File: config.mk
export PLATFORM = sky130hd
export DESIGN_NAME = led_pattern_sequencer
export DESIGN_NICKNAME = d
export VERILOG_FILES = /design/src/rtl/led_pattern_sequencer_pkg.sv /design/src/rtl/led_pattern_sequencer_prescaler.sv /design/src/rtl/led_pattern_sequencer.sv
export SDC_FILE = /design/constraint.sdc
export NUM_CORES = 1
export LEC_CHECK = 0
export ABC_CLOCK_PERIOD_IN_PS = 5000
export CAP_MARGIN = 20
export CORE_AREA = 10 10 131 133
export DETAILED_ROUTE_END_ITERATION = 8
export DIE_AREA = 0 0 141 143
export HOLD_SLACK_MARGIN = 0.06
export PLACE_DENSITY = 0.66
export SETUP_SLACK_MARGIN = 0.3
export SLEW_MARGIN = 20
export SYNTH_ARGS = -nofsm -noshare
export SYNTH_HDL_FRONTEND = slang
export SYNTH_HIERARCHICAL = 1
export SYNTH_SLANG_ARGS = --single-unit
File: constraint.sdc
create_clock -name clk_in -period 5 [get_ports clk_in]
set_clock_uncertainty 0.1 [all_clocks]
set_input_delay 1 -clock clk_in [delete_from_list [all_inputs] [get_ports clk_in]]
set_output_delay 1 -clock clk_in [all_outputs]
set_load 0.01 [all_outputs]
File: src/rtl/led_pattern_sequencer_pkg.sv
// Shared types and helpers for the LED pattern sequencer.
// The per-entry struct depends on module parameters, so it lives in the top.
package led_seq_pkg;

  typedef enum logic {IDLE, RUN} seq_state_t;

  function automatic logic [31:0] dwell_eff(input logic [31:0] d);
    return (d == 32'd0) ? 32'd1 : d;
  endfunction

endpackage

File: src/rtl/led_pattern_sequencer_prescaler.sv
// Free-running divider producing a one-cycle tick every TICK_DIV clocks.
// clr restarts the count so a new run gets full-length first ticks.
module tick_prescaler #(
  parameter int TICK_DIV = 5_000_000
) (
  input  logic clk_in,
  input  logic rst,
  input  logic clr,
  output logic tick
);

  localparam int CW = (TICK_DIV > 1) ? $clog2(TICK_DIV) : 1;

  logic [CW-1:0] cnt;

  assign tick = (cnt == CW'(TICK_DIV - 1));

  always_ff @(posedge clk_in or posedge rst) begin
    if (rst) begin
      cnt <= '0;
    end else if (clr || tick) begin
      cnt <= '0;
    end else begin
      cnt <= cnt + CW'(1);
    end
  end

endmodule

File: src/rtl/led_pattern_sequencer.sv
// Table-driven LED pattern sequencer with per-entry dwell in ticks.
// Entries are registers so reset can clear the whole table.
module led_pattern_sequencer
  import led_seq_pkg::*;
#(
  parameter int N_LED    = 4,
  parameter int TICK_DIV = 5_000_000,
  parameter int DEPTH    = 8,
  parameter int DWELL_W  = 8,
  localparam int AW      = $clog2(DEPTH)
) (
  input  logic               clk_in,
  input  logic               rst,
  input  logic               start,
  input  logic               stop,
  input  logic               loop_en,
  input  logic               cfg_we,
  input  logic [AW-1:0]      cfg_addr,
  input  logic [N_LED-1:0]   cfg_led,
  input  logic [DWELL_W-1:0] cfg_dwell,
  input  logic               cfg_last,
  output logic [N_LED-1:0]   led_out,
  output logic [AW-1:0]      step_idx,
  output logic               busy,
  output logic               done
);

  typedef struct packed {
    logic [N_LED-1:0]   led;
    logic [DWELL_W-1:0] dwell;
    logic               last;
  } entry_t;

  entry_t             tbl [DEPTH];
  entry_t             ld_e;
  seq_state_t         state, state_n;
  logic [N_LED-1:0]   led_q, led_n;
  logic [AW-1:0]      idx_q, idx_n, ld_idx;
  logic [DWELL_W-1:0] cnt_q, cnt_n;
  logic               last_q, last_n;
  logic               done_q, done_n;
  logic               ld, clr, tick;

  tick_prescaler #(.TICK_DIV(TICK_DIV)) u_pre (
    .clk_in (clk_in),
    .rst    (rst),
    .clr    (clr),
    .tick   (tick)
  );

  always_ff @(posedge clk_in or posedge rst) begin
    if (rst) begin
      for (int i = 0; i < DEPTH; i++) tbl[i] <= '0;
    end else if (cfg_we) begin
      tbl[cfg_addr] <= '{led: cfg_led, dwell: cfg_dwell, last: cfg_last};
    end
  end

  // Loads read the pre-edge table, so a same-cycle write is not seen.
  assign ld_e = tbl[ld_idx];

  always_comb begin
    state_n = state;
    led_n   = led_q;
    idx_n   = idx_q;
    cnt_n   = cnt_q;
    last_n  = last_q;
    done_n  = 1'b0;
    clr     = 1'b0;
    ld      = 1'b0;
    ld_idx  = '0;
    unique case (state)
      IDLE: begin
        if (start && !stop) begin
          state_n = RUN;
          ld      = 1'b1;
          clr     = 1'b1;
        end
      end
      RUN: begin
        if (stop) begin
          state_n = IDLE;
        end else if (tick) begin
          if (cnt_q > DWELL_W'(1)) begin
            cnt_n = cnt_q - DWELL_W'(1);
          end else if (!last_q && idx_q != AW'(DEPTH - 1)) begin
            ld     = 1'b1;
            ld_idx = idx_q + AW'(1);
          end else if (loop_en) begin
            ld = 1'b1;
          end else begin
            state_n = IDLE;
            done_n  = 1'b1;
          end
        end
      end
    endcase
    if (ld) begin
      led_n  = ld_e.led;
      idx_n  = ld_idx;
      cnt_n  = DWELL_W'(dwell_eff(32'(ld_e.dwell)));
      last_n = ld_e.last;
    end
    if (state_n == IDLE) begin
      led_n  = '0;
      idx_n  = '0;
      cnt_n  = '0;
      last_n = 1'b0;
    end
  end

  always_ff @(posedge clk_in or posedge rst) begin
    if (rst) begin
      state  <= IDLE;
      led_q  <= '0;
      idx_q  <= '0;
      cnt_q  <= '0;
      last_q <= 1'b0;
      done_q <= 1'b0;
    end else begin
      state  <= state_n;
      led_q  <= led_n;
      idx_q  <= idx_n;
      cnt_q  <= cnt_n;
      last_q <= last_n;
      done_q <= done_n;
    end
  end

  assign led_out  = led_q;
  assign step_idx = idx_q;
  assign busy     = (state == RUN);
  assign done     = done_q;

endmodule

Word level (Yosys, flattened, before mapping)
Index checks and enable logic that the tools add are counted.

storage, ports and cells
  register bits = 145
  input port bits = 22
  output and inout bits = 9
  logic and storage cells = 99

operators by class
  add/subtract/negate cells = 3
  magnitude comparators = 4
  equal/unequal tests = 7
  multiplexer cells = 43
  bitwise operators = 3
  reduce and logical (&&, ||, !) cells = 8

operators by type and width
  cell                   number
  $bwmux 104             1
  $mux 8                 7
  $bmux 13 s3            1
  $demux 13 s3           1
  $mux 13                3
  $add 23x1->23 const B  1
  $eq 23x23->1 const B   1
  $mux 23                1
  $mux 3                 7
  $mux 1                 18
  $ge 4x4->1 const B     2
  $gt 8x1->1 const B     1
  $logic_not 8->1        1
  $mux 4                 2
  $not 3->4              2
  $sub 8x1->8 const B    1
  $ne 3x1->1 const B     2
  $ne 3x2->1 const B     2
  $lt 4x1->1 const B     1
  $pmux 1 s2             2
  $reduce_and 4->1       1
  $add 3x1->3 const B    1
  $logic_and 1x1->1      3
  $ne 3x3->1 const B     1
  4 further kinds        5

Logic depth before layout (Yosys ltp)
  depth in word-level cells = 15
  depth in mapped cells = 14

Modules after synthesis
The synthesis kept the hierarchy.

by module, submodules not included
  module                 instances  cells an instance  area an instance (um^2)  sequential area each (um^2)
  led_pattern_sequencer  1          471                5884.4                   3052.9
  tick_prescaler         1          125                1202.4                   575.6

Worst setup path after synthesis
No wires, ideal clock.

  path type = register -> register
  from = reg u_pre.cnt[2]
  to = reg cnt_q[0]
  setup time = 0.131 ns
  arrival time = 2.656 ns
  required time = 4.769 ns
  path slack = 2.113 ns
  stages on the path, launching flop included = 13
  path through = dfrtp_1 > and4_4 > nand2_2 > buf_6 > nor3_1 > buf_2 > nand3b_2 > nor4b_2 > nand2_1 > a221oi_1 > o21ai_0 > a221oi_2 > o31ai_2

on the way
  cells in the longest elaborated chain, start to end = 12
  elaborated cells between the ends (all ways) = 23
  classes of those cells = 5 x eq/ne; 15 x mux; 1 x bitwise; 2 x reduce/logical

RTL lines
  element                                     line                                   RTL
  start: declaration                          led_pattern_sequencer_prescaler.sv:14  logic [CW-1:0] cnt;
  start signal: assignment                    led_pattern_sequencer_prescaler.sv:24  cnt <= cnt + CW'(1);
  $eq 23x23->1 *                              led_pattern_sequencer_prescaler.sv:16  assign tick = (cnt == CW'(TICK_DIV - 1));
  net tick                                    led_pattern_sequencer.sv:42            logic ld, clr, tick;
  $mux 3                                      led_pattern_sequencer.sv:83            end else if (tick) begin
  $mux 3                                      led_pattern_sequencer.sv:81            if (stop) begin
  $mux 3                                      led_pattern_sequencer.sv:72            unique case (state)
  $not 3->4 (not written as such)             led_pattern_sequencer.sv:60            assign ld_e = tbl[ld_idx];
  $bmux 13 s3                                 led_pattern_sequencer.sv:60
  $mux 13 (not written as such) (2 in a row)  led_pattern_sequencer.sv:60
  $logic_not 8->1                             led_pattern_sequencer_pkg.sv:8         return (d == 32'd0) ? 32'd1 : d;
  $mux 8                                      led_pattern_sequencer_pkg.sv:8
  $mux 8                                      led_pattern_sequencer.sv:98            if (ld) begin
  $mux 8                                      led_pattern_sequencer.sv:104           if (state_n == IDLE) begin
  end signal: assignment                      led_pattern_sequencer.sv:124           cnt_q <= cnt_n;
  end: declaration                            led_pattern_sequencer.sv:39            logic [DWELL_W-1:0] cnt_q, cnt_n;

Mark *: on every way through the listed nets, which the timed path passes. The rest lies on a longest branch. The select of a mux whose other input is x is not followed.
A chain may end at the register's enable or synchronous reset.

Final worst setup path
  from = reg u_pre.cnt[10]
  to = reg cnt_q[0]

The elaborated chain is that of the path after synthesis.

==> run_results.csv <==
group,metric,value,unit
outcome,status,"finished clean",
routing,drt-vias-per-instance,6.20,
clocking,root_buffer,"clkbuf_16",
logic_synthesis,synth_ff_type,"dfrtp_1",
clocking,post_cts_buffers,0,
logic_synthesis,synthTopCellsByArea,"dfrtp_1 51%, mux2_2 17%, mux2i_1 2.0%, o21ai_0 1.9%, a21oi_1 1.5%",
critical_path,reg2reg_depth,11,
routing,drt_iter0_markers,418,
layout,layout-drive-gt1-share,27.7,%
routing,wire_per_inst,21.2,um
critical_path,path_max_fanout,18,
floorplan,core-area,0.0144,mm^2
sta,fin_crit_sh,77.3,%
logic_synthesis,yosysWarnings,6,
routing,routed_wl,17500,um
layout,n_antenna_cell,0,
critical_path,crit_cells,11,
logic_synthesis,avgSynthCellArea,11.9,um^2
sta,max_freq,259,MHz
critical_path,worstPathRequired,5200,ps
power,p_per_area,428,mW/mm^2
power,power,0.00352,W
critical_path,critPathArrivalTime,4060,ps
logic_synthesis,async_flop_share,100,%
floorplan,dieArea,0.0202,mm^2
clocking,insertion_delay,430,ps
global_routing,grt_pass1_wl,28300,um
clocking,cts.repair.resized,0,
sta,period_needed,3860,ps
logic_synthesis,synth_edf_count,0,
power,peakVddDrop,0.321,mV
critical_path,crit_path_end_kind,"register",
critical_path,r2r_start,"u_pre/cnt[10]",
layout,final_util,57.1,%
clocking,path_clk_slew,60,ps
placed_design,io_buffer_count,30,
sta,fin_setup_tns,0,ps
worst_hold_path,hold_class,"register to register",
logic_synthesis,synth_top_area_share,51.2,%
floorplan,die_h,143,um
run,maxCapViolCount,0,
sta,finalSetupViolCount,0,
floorplan,io_pins,31,
sta,timing.final.hold_violations,0,
floorplan,die_w,141,um
critical_path,cp_slowest_cell,"nor4b_2",
power,leakage,3.39,nW
routing,wl_met1,7790,um
global_routing,grt_usage,17.7,%
sta,slew-limit-headroom,28.4,%
clocking,cts_hold_buffers,0,
floorplan,initial_core_util,49.1,%
sta,worst_pin_slew,1070,ps
critical_path,cpPeakStageDelay,640,ps
global_routing,grt_max_degree,54,
routing,met3_length,991,um
critical_path,cp_top_family,"simple AND/OR/NAND/NOR gates",
sta,whs,354,ps
worst_hold_path,hold_path_startpoint,"u_pre/cnt[0]",
placed_design,place_hpwl,11300,um
sta,rsz0062_at_grt,"no",
logic_synthesis,seq_area_frac_synth,51.2,%
global_routing,grt_pass1_vias,5185,
clocking,htreeDepth,4,
floorplan,row_count,44,
routing,postRouteAntennaNets,0,
critical_path,cp.buffers_inverters,1,
clocking,cts_tree,"yes",
logic_synthesis,synth-seq-cells,145,
clocking,cts_made_buffers,17,
logic_synthesis,synth_top_area_cell,"dfrtp_1",
logic_synthesis,synth_area,0.00709,mm^2
worst_hold_path,min_delay_worst_endpoint,"u_pre/cnt[0]",
critical_path,rrSetupSlack,1140,ps
placed_design,place_congestion,0.897,
critical_path,crit_path_start_kind,"register",
layout,syn_to_final_growth,16.1,%
clocking,clk_path_buf_depth,2,
global_routing,grt_antenna_before_repair,0,
routing,drcViolationCount,0,
global_routing,overflow,0,
routing,firstDrtPassIters,5,
critical_path,crit_chain,"nor4_1 > nand3_1 > nor3_1 > buf_4 > nand3b_2 > nor4b_2 > nand2_1 > a221oi_1 > o21ai_0 > a221oi_2 > o31ai_2",
critical_path,regToRegEndpoint,"cnt_q[0]",
sta,drv_slew,0,
layout,fill_cells,1203,
logic_synthesis,syn_inst,596,
worst_hold_path,hold_depth,1,
layout,nNetsFinal,653,
routing,routed.top_layer,"met4",
routing,wl_met2,8340,um
routing,vias,5102,
logic_synthesis,ys_types,66,
critical_path,path_class,"register to register",
clocking,cts_sinks,145,
logic_synthesis,syn-num-nets,623,
[cells in the mapped netlist (3+ instances only)]
master and n:
dfrtp_1 145, mux2_2 106, o21ai_0 27, nor2_1 23, nand2_1 22, a21oi_1 21
nand3_1 20, o21ai_1 17, mux2i_1 14, o31ai_1 14, clkbuf_1 12, nor3_1 12
buf_2 11, a22oi_1 10, nand4_1 10, or4_1 9, inv_1 8, o211ai_1 7
xor2_1 7, a22o_1 5, buf_6 5, ha_1 5, nand2b_1 5, o22ai_1 5
or3_1 5, and2_1 4, and3_1 4, nand4b_1 4, a221oi_1 3, nor3b_1 3
o2111ai_1 3, o221a_1 3, o221a_2 3, o31ai_2 3
[logic make-up after synthesis]
kind of cell | Yosys count | share of synthesized area [%]
and+or+nand+nor | 144 | 11.9
AOI/OAI and AO/OA | 135 | 13.4
adders and majority gates | 5 | 0.883
buffers and inverters | 39 | 2.84
DFF | 145 | 51.2
xor gates and xnor gates | 8 | 0.989
muxes | 120 | 18.8
[flip-flops by register name, indices dropped and copies added (netlist names)]
signal,flops
done,1
last_q,1
u_pre/cnt,23
tbl,104
led_out,4
busy,1
step_idx,3
cnt_q,8
[stage by stage]
stage	instances	setup slack (ps)	cell area [um^2]
3_5_place_dp	790	968	7570
4_1_cts	822	1200	8210
2_1_floorplan	596	657	7090
3_3_place_gp	790	1010	7570
6_report	823	1140	8230
5_1_grt	823	762	8230
[metal layers]
metal / track usage [%] / vias to the layer above
met2: 28.4 / 164
met3: 4.78 / 29
met5: 0 / -
li1: - / 2306
met4: 6.25 / 0
met1: 22.6 / 2603
[cell usage in the layout, fill, tap and decap left out, types with 9 or more instances in the layout]
| cell type | n |
|---|---|
| nand4_1 | 10 |
| buf_4 | 11 |
| dfrtp_1 | 145 |
| o21ai_1 | 17 |
| a21oi_1 | 21 |
| nor2_1 | 23 |
| o31ai_1 | 14 |
| mux2i_1 | 14 |
| nand2_1 | 22 |
| nand3_1 | 20 |
| nor3_1 | 10 |
| clkbuf_16 | 17 |
| o21ai_0 | 27 |
| a22oi_1 | 10 |
| or4_1 | 9 |
| clkdlybuf4s50_1 | 30 |
| mux2_2 | 106 |
[where the power goes]
| group | total, W | internal [W] | leakage, nW | switching (W) |
|---|---|---|---|---|
| combinational | 0.000606 | 0.000294 | 1.27 | 0.000312 |
| sequential | 0.00153 | 0.00139 | 1.81 | 0.000137 |
| clock | 0.00139 | 0.000887 | 0.308 | 0.000503 |
| total | 0.00352 | 0.00257 | 3.39 | 0.000951 |
[worst register-to-register path, cell delays in order, from the launching register on]
cell	delay [ps]
dfrtp_1	440
nor4_1	300
nand3_1	160
nor3_1	230
buf_4	210
nand3b_2	160
nor4b_2	640
nand2_1	610
a221oi_1	370
o21ai_0	140
a221oi_2	280
o31ai_2	90
[how the worst max path moves through the flow]
stage	endpoint	slack, ps	startpoint
after floorplan	busy	660	rst
after global placement	cnt_q[0]	1010	stop
after detailed placement	cnt_q[0]	970	stop
after CTS	cnt_q[0]	1200	u_pre/cnt[10]
after global routing	cnt_q[0]	760	u_pre/cnt[15]
final	cnt_q[0]	1140	u_pre/cnt[10]
[cell type report]
cell class,instances,area (um^2),share of cell area (%)
Sequential cell,145,3630,44.1
Multi-Input combinational cell,412,3300,40.1
Clock buffer,19,433,5.26
Timing Repair Buffer,42,398,4.84
Tap cell,184,230,2.80
Clock inverter,13,206,2.51
Inverter,8,32.5,0.395
No activity file was read; power rests on OpenSTA's default activity.
==> variant 1, RTL diff (same settings) <==
Register the input `cfg_addr` before use. The logic sees it one clock later. The other inputs are not delayed to match.
--- a/src/rtl/led_pattern_sequencer.sv
+++ b/src/rtl/led_pattern_sequencer.sv
@@ -31,6 +31,12 @@
     logic               last;
   } entry_t;
 
+  logic [AW-1:0] cfg_addr_q;
+
+  always_ff @(posedge clk_in) begin
+    cfg_addr_q <= cfg_addr;
+  end
+
   entry_t             tbl [DEPTH];
   entry_t             ld_e;
   seq_state_t         state, state_n;
@@ -52,7 +58,7 @@
     if (rst) begin
       for (int i = 0; i < DEPTH; i++) tbl[i] <= '0;
     end else if (cfg_we) begin
-      tbl[cfg_addr] <= '{led: cfg_led, dwell: cfg_dwell, last: cfg_last};
+      tbl[cfg_addr_q] <= '{led: cfg_led, dwell: cfg_dwell, last: cfg_last};
     end
   end
 
Check against the original RTL: not equivalent (a bounded check fails within 4 cycles, from zero or initial values and one cycle with rst high).
==> variant 1 against the original RTL <==
Fmax decreased by 6.2%; sequential cell count rose by 3; synthesized cell count rose by 3.4%; total power down 0.75%; routed wire length rose by 1.8%; final cell count increased by 2.4%; final area rose by 1.1%; setup slack worse by 260 ps; via count grew 2.7%; synthesized area rose by 1.6%; critical path type unchanged; largest power group unchanged.
==> variant 1: results (changes against the original RTL) <==
| Metric | Value |
|---|---|
| Routed wire per std cell | `21.1 um (was 21.2 um)` |
| FF-to-FF Start | `u_pre/cnt[10] (unchanged)` |
| Most frequent cells after synthesis | `dfrtp_1 (145), mux2_2 (104), o21ai_0 (41) (was dfrtp_1 (145), mux2_2 (106), o21ai_0 (27))` |
| CP max FO | `19 (was 18)` |
| Relative slew slack | `27.9% (was 28.4%)` |
| Worst skew pair latency | `around 420 ps` |
| Highest-delay cell along the critical path | `and3_1 (was nor4b_2)` |
| # diodes | `0 (unchanged)` |
| CP max stage delay | `740 ps (was 640 ps)` |
| Placed cell count | `811 (was 790)` |
| Synthesized Nets | `643 (was 623)` |
| Initial antenna violation count | `0 (unchanged)` |
| Final weighted congestion in routability-driven placement | `0.908 (was 0.897)` |
| Post-CTS setup buffer count | `0 (unchanged)` |
| DR pass1 iterations | `5 (unchanged)` |
| Synth unique cells | `65 (was 66)` |
| Longest Clk Path Bufs | `2 (unchanged)` |
| Layout cell share with drive strength beyond 1 | `26.6% (was 27.7%)` |
| Final WL | `17800 um (was 17500 um)` |
| Max VDD drop | `0.000269 V (was 0.000321 V)` |
| Post-synth ARST share | `98.0% (was 100%)` |
| Biggest regs | `tbl (104), u_pre/cnt (23), cnt_q (8) (unchanged)` |
| Number of global-route vias before repair | `5207 (was 5185)` |
| Min-delay src | `u_pre/cnt[0] (unchanged)` |
| PortBufs | `30 (unchanged)` |
| Sequential fraction of the synthesis area | `51.2% (about the same)` |
| Pin count of the biggest net entering global routing | `71 (was 54)` |
| Via-to-Cell Ratio | `6.22 (was 6.20)` |
| Fillcell total | `1214 (was 1203)` |
| Yosys warnings | `6 (unchanged)` |
| Outcome | `completed (unchanged)` |
| Area contributors post-synth | `dfrtp_1 (50%), mux2_2 (16%), o21ai_0 (2.9%) (was dfrtp_1 (51%), mux2_2 (17%), mux2i_1 (2.0%))` |
| CTS H-Tree Depth | `4 (unchanged)` |
| Area after DPL | `0.00767 mm2 (was 0.00757 mm2)` |
| Hold WC Path Type | `reg -> reg (unchanged)` |
| CTS Buf Count | `17 (unchanged)` |
| Setup WS pre-CTS | `708 ps (was 968 ps)` |
| DP HPWL | `12000 um (was 11300 um)` |
| Seq. cell area | `0.00369 mm2 (was 0.00363 mm2)` |
| Nets | `673 (was 653)` |
| Post-route setup TNS | `0 ps (unchanged)` |
| Clock transition at the registers of the reported paths | `60 ps (about the same)` |
| Synth Flop Type | `dfrtp_1 (unchanged)` |
| Total track usage | `17.9% (was 17.7%)` |
| First-pass GRT wire length | `28900 um (was 28300 um)` |
| Root Buffer | `clkbuf_16 (unchanged)` |
| Crit path arrival time | `4340 ps (was 4060 ps)` |
| Leak | `3.46 nW (was 3.39 nW)` |
| Synth Instances | `616 (was 596)` |
| First DRT Iteration DRCs | `414 (was 418)` |
| Post-CTS sizing | `0 (unchanged)` |
-- variant 1: cell types whose count changed after synthesis, sizes merged, moves of 4 or more --
cell	change
nor3	+9
clkbuf	+5
o211ai	+4
nand4	-6
a22o	-5
o31ai	-6
o221a	-4
nor2b	+4
a32oi	+4
-- variant 1: final cells by class --
class | instances | share of cell area, %
multi-input cells | 426 | 39.8
repair buffers | 44 | 4.87
well taps | 184 | 2.77
clock buffers | 19 | 5.44
clock inverters | 13 | 2.36
flip-flops and latches | 148 | 44.3
inverters | 9 | 0.436
-- variant 1: worst paths after layout --
check                               endpoint  slack, ps  cells past startpoint
worst max-delay path                cnt_q[0]        880                     10
worst min-delay path            u_pre/cnt[0]        350                      1
worst max register to register      cnt_q[0]        880                     10
worst min register to register  u_pre/cnt[0]        350                      1
max in group asynchronous            tbl[62]       2770                      3
min in group asynchronous           cnt_q[2]       1080                      2
-- variant 1: power by group --
part           total (mW)  internal, mW  switching, mW
clock network        1.40         0.871          0.525
logic               0.550         0.271          0.279
registers            1.55          1.41          0.138
-- variant 1: layer usage --
layer,routed length (um),track usage (%),share of wire [%],vias up
met5,0,0,0,-
met4,147,3.91,0.83,0
met3,969,4.18,5.4,13
met2,8700,29.0,49,146
met1,7970,24.1,45,2690
li1,-,-,-,2392
-- variant 1: cell families (layout without fill, tap and decap cells) --
kind of cell / Yosys count / count (layout) / share of synthesized area (%)
simple gates: 152 / 152 / 12.0
flops: 148 / 148 / 51.2
compound gates: 139 / 139 / 12.9
mux: 122 / 122 / 18.9
buf+inv: 42 / 85 / 3.06
xor+xnor: 8 / 8 / 0.973
fa+ha+maj: 5 / 5 / 0.869
-- variant 1: worst max-delay path, delay by kind of cell (launching register included) --
| family | cells | cell delay [ps] |
|---|---|---|
| AOI/OAI and AO/OA | 2 | 610 |
| DFF | 1 | 450 |
| and+or+nand+nor | 8 | 2850 |
==> variant 2, RTL diff (same settings) <==
Made on the original files. Change the parameter `DWELL_W` from 8 to 9.
--- a/src/rtl/led_pattern_sequencer.sv
+++ b/src/rtl/led_pattern_sequencer.sv
@@ -6,7 +6,7 @@
   parameter int N_LED    = 4,
   parameter int TICK_DIV = 5_000_000,
   parameter int DEPTH    = 8,
-  parameter int DWELL_W  = 8,
+  parameter int DWELL_W  = 9,
   localparam int AW      = $clog2(DEPTH)
 ) (
   input  logic               clk_in,
Interface: changed (resized cfg_dwell); port bits go from 31 to 32. No check against the original RTL was run, so the function may have changed too.
==> variant 2 against the original RTL <==
Sequential cell count is 9 higher; routed wire length is 4.8% higher; total power is 2.4% lower; worst hold slack worse by 5.0 ps; critical path depth stayed put; utilization is 3.3 points higher; final area is 5.8% higher; synthesized area is 7.5% higher; setup slack worse by 7.8 ps; largest cell class unchanged; critical endpoint is now last_q.
==> variant 2: results (changes against the original RTL) <==
| Metric | Value |
|---|---|
| DP HPWL | `11900 um (was 11300 um)` |
| Met3 WL | `674 um (was 991 um)` |
| Met3 usage | `3.55% (was 4.78%)` |
| Outcome | `completed (unchanged)` |
| PwrDens | `395 mW/mm2 (was 428 mW/mm2)` |
| Fin cells | `881 (was 823)` |
| First DRT Iteration DRCs | `365 (was 418)` |
| Synth Area in Adders | `0.821% (was 0.883%)` |
| Synth unique cells | `65 (was 66)` |
| Post-synthesis mux area share | `21.1% (was 18.8%)` |
| Fillcell total | `1170 (was 1203)` |
| Number of global-route vias before repair | `5559 (was 5185)` |
| Via-to-Cell Ratio | `6.17 (was 6.20)` |
| Placed cell count | `850 (was 790)` |
| Sw Pwr | `889 uW (was 951 uW)` |
| Final WL | `18300 um (was 17500 um)` |
| Pin count of the biggest net entering global routing | `83 (was 54)` |
| PortBufs | `31 (was 30)` |
| Most frequent cells after synthesis | `dfrtp_1 (154), mux2_2 (123), a21oi_1 (38) (was dfrtp_1 (145), mux2_2 (106), o21ai_0 (27))` |
| FF-to-FF Start | `u_pre/cnt[15] (was u_pre/cnt[10])` |
| Relative slew slack | `29.6% (was 28.4%)` |
| Area contributors post-synth | `dfrtp_1 (51%), mux2_2 (18%), a21oi_1 (2.5%) (was dfrtp_1 (51%), mux2_2 (17%), mux2i_1 (2.0%))` |
| Post-Synth XOR/XNOR Area | `0.919% (was 0.989%)` |
| Post-Route M1 WL | `8170 um (was 7790 um)` |
| Compound-gate portion of the synthesized area | `11.2% (was 13.4%)` |
| First-pass GRT wire length | `29800 um (was 28300 um)` |
| Final weighted congestion in routability-driven placement | `0.870 (was 0.897)` |
| Nets | `713 (was 653)` |
| Leak | `3.66 nW (was 3.39 nW)` |
| Critical Path End | `last_q (was cnt_q[0])` |
| Logic power comb | `575 uW (was 606 uW)` |
variant 2: area by class of cell:
cell class	instances	area, um2	share of cell area (%)
clock buffers	23	478	5.49
clock inverters	8	93.8	1.08
inverters	11	46.3	0.532
multi-input cells	454	3580	41.1
flip-flops and latches	154	3850	44.3
well taps	184	230	2.64
repair buffers	47	430	4.94
variant 2: worst min-delay path by stage:
stage	slack [ps]	endpoint	start	cells past startpoint
2_1_floorplan	320	u_pre/cnt[0]	u_pre/cnt[0]	1
3_5_place_dp	350	u_pre/cnt[0]	u_pre/cnt[0]	1
4_1_cts	350	u_pre/cnt[0]	u_pre/cnt[0]	1
3_3_place_gp	340	u_pre/cnt[0]	u_pre/cnt[0]	1
6_report	350	u_pre/cnt[0]	u_pre/cnt[0]	1
5_1_grt	390	u_pre/cnt[0]	u_pre/cnt[0]	1
variant 2: stage by stage:
step	worst slack, ps	area, um2
final	1130	8710
after global routing	727	8710
after detailed placement	965	8130
after floorplan	402	7620
after global placement	1120	8130
after CTS	1150	8710
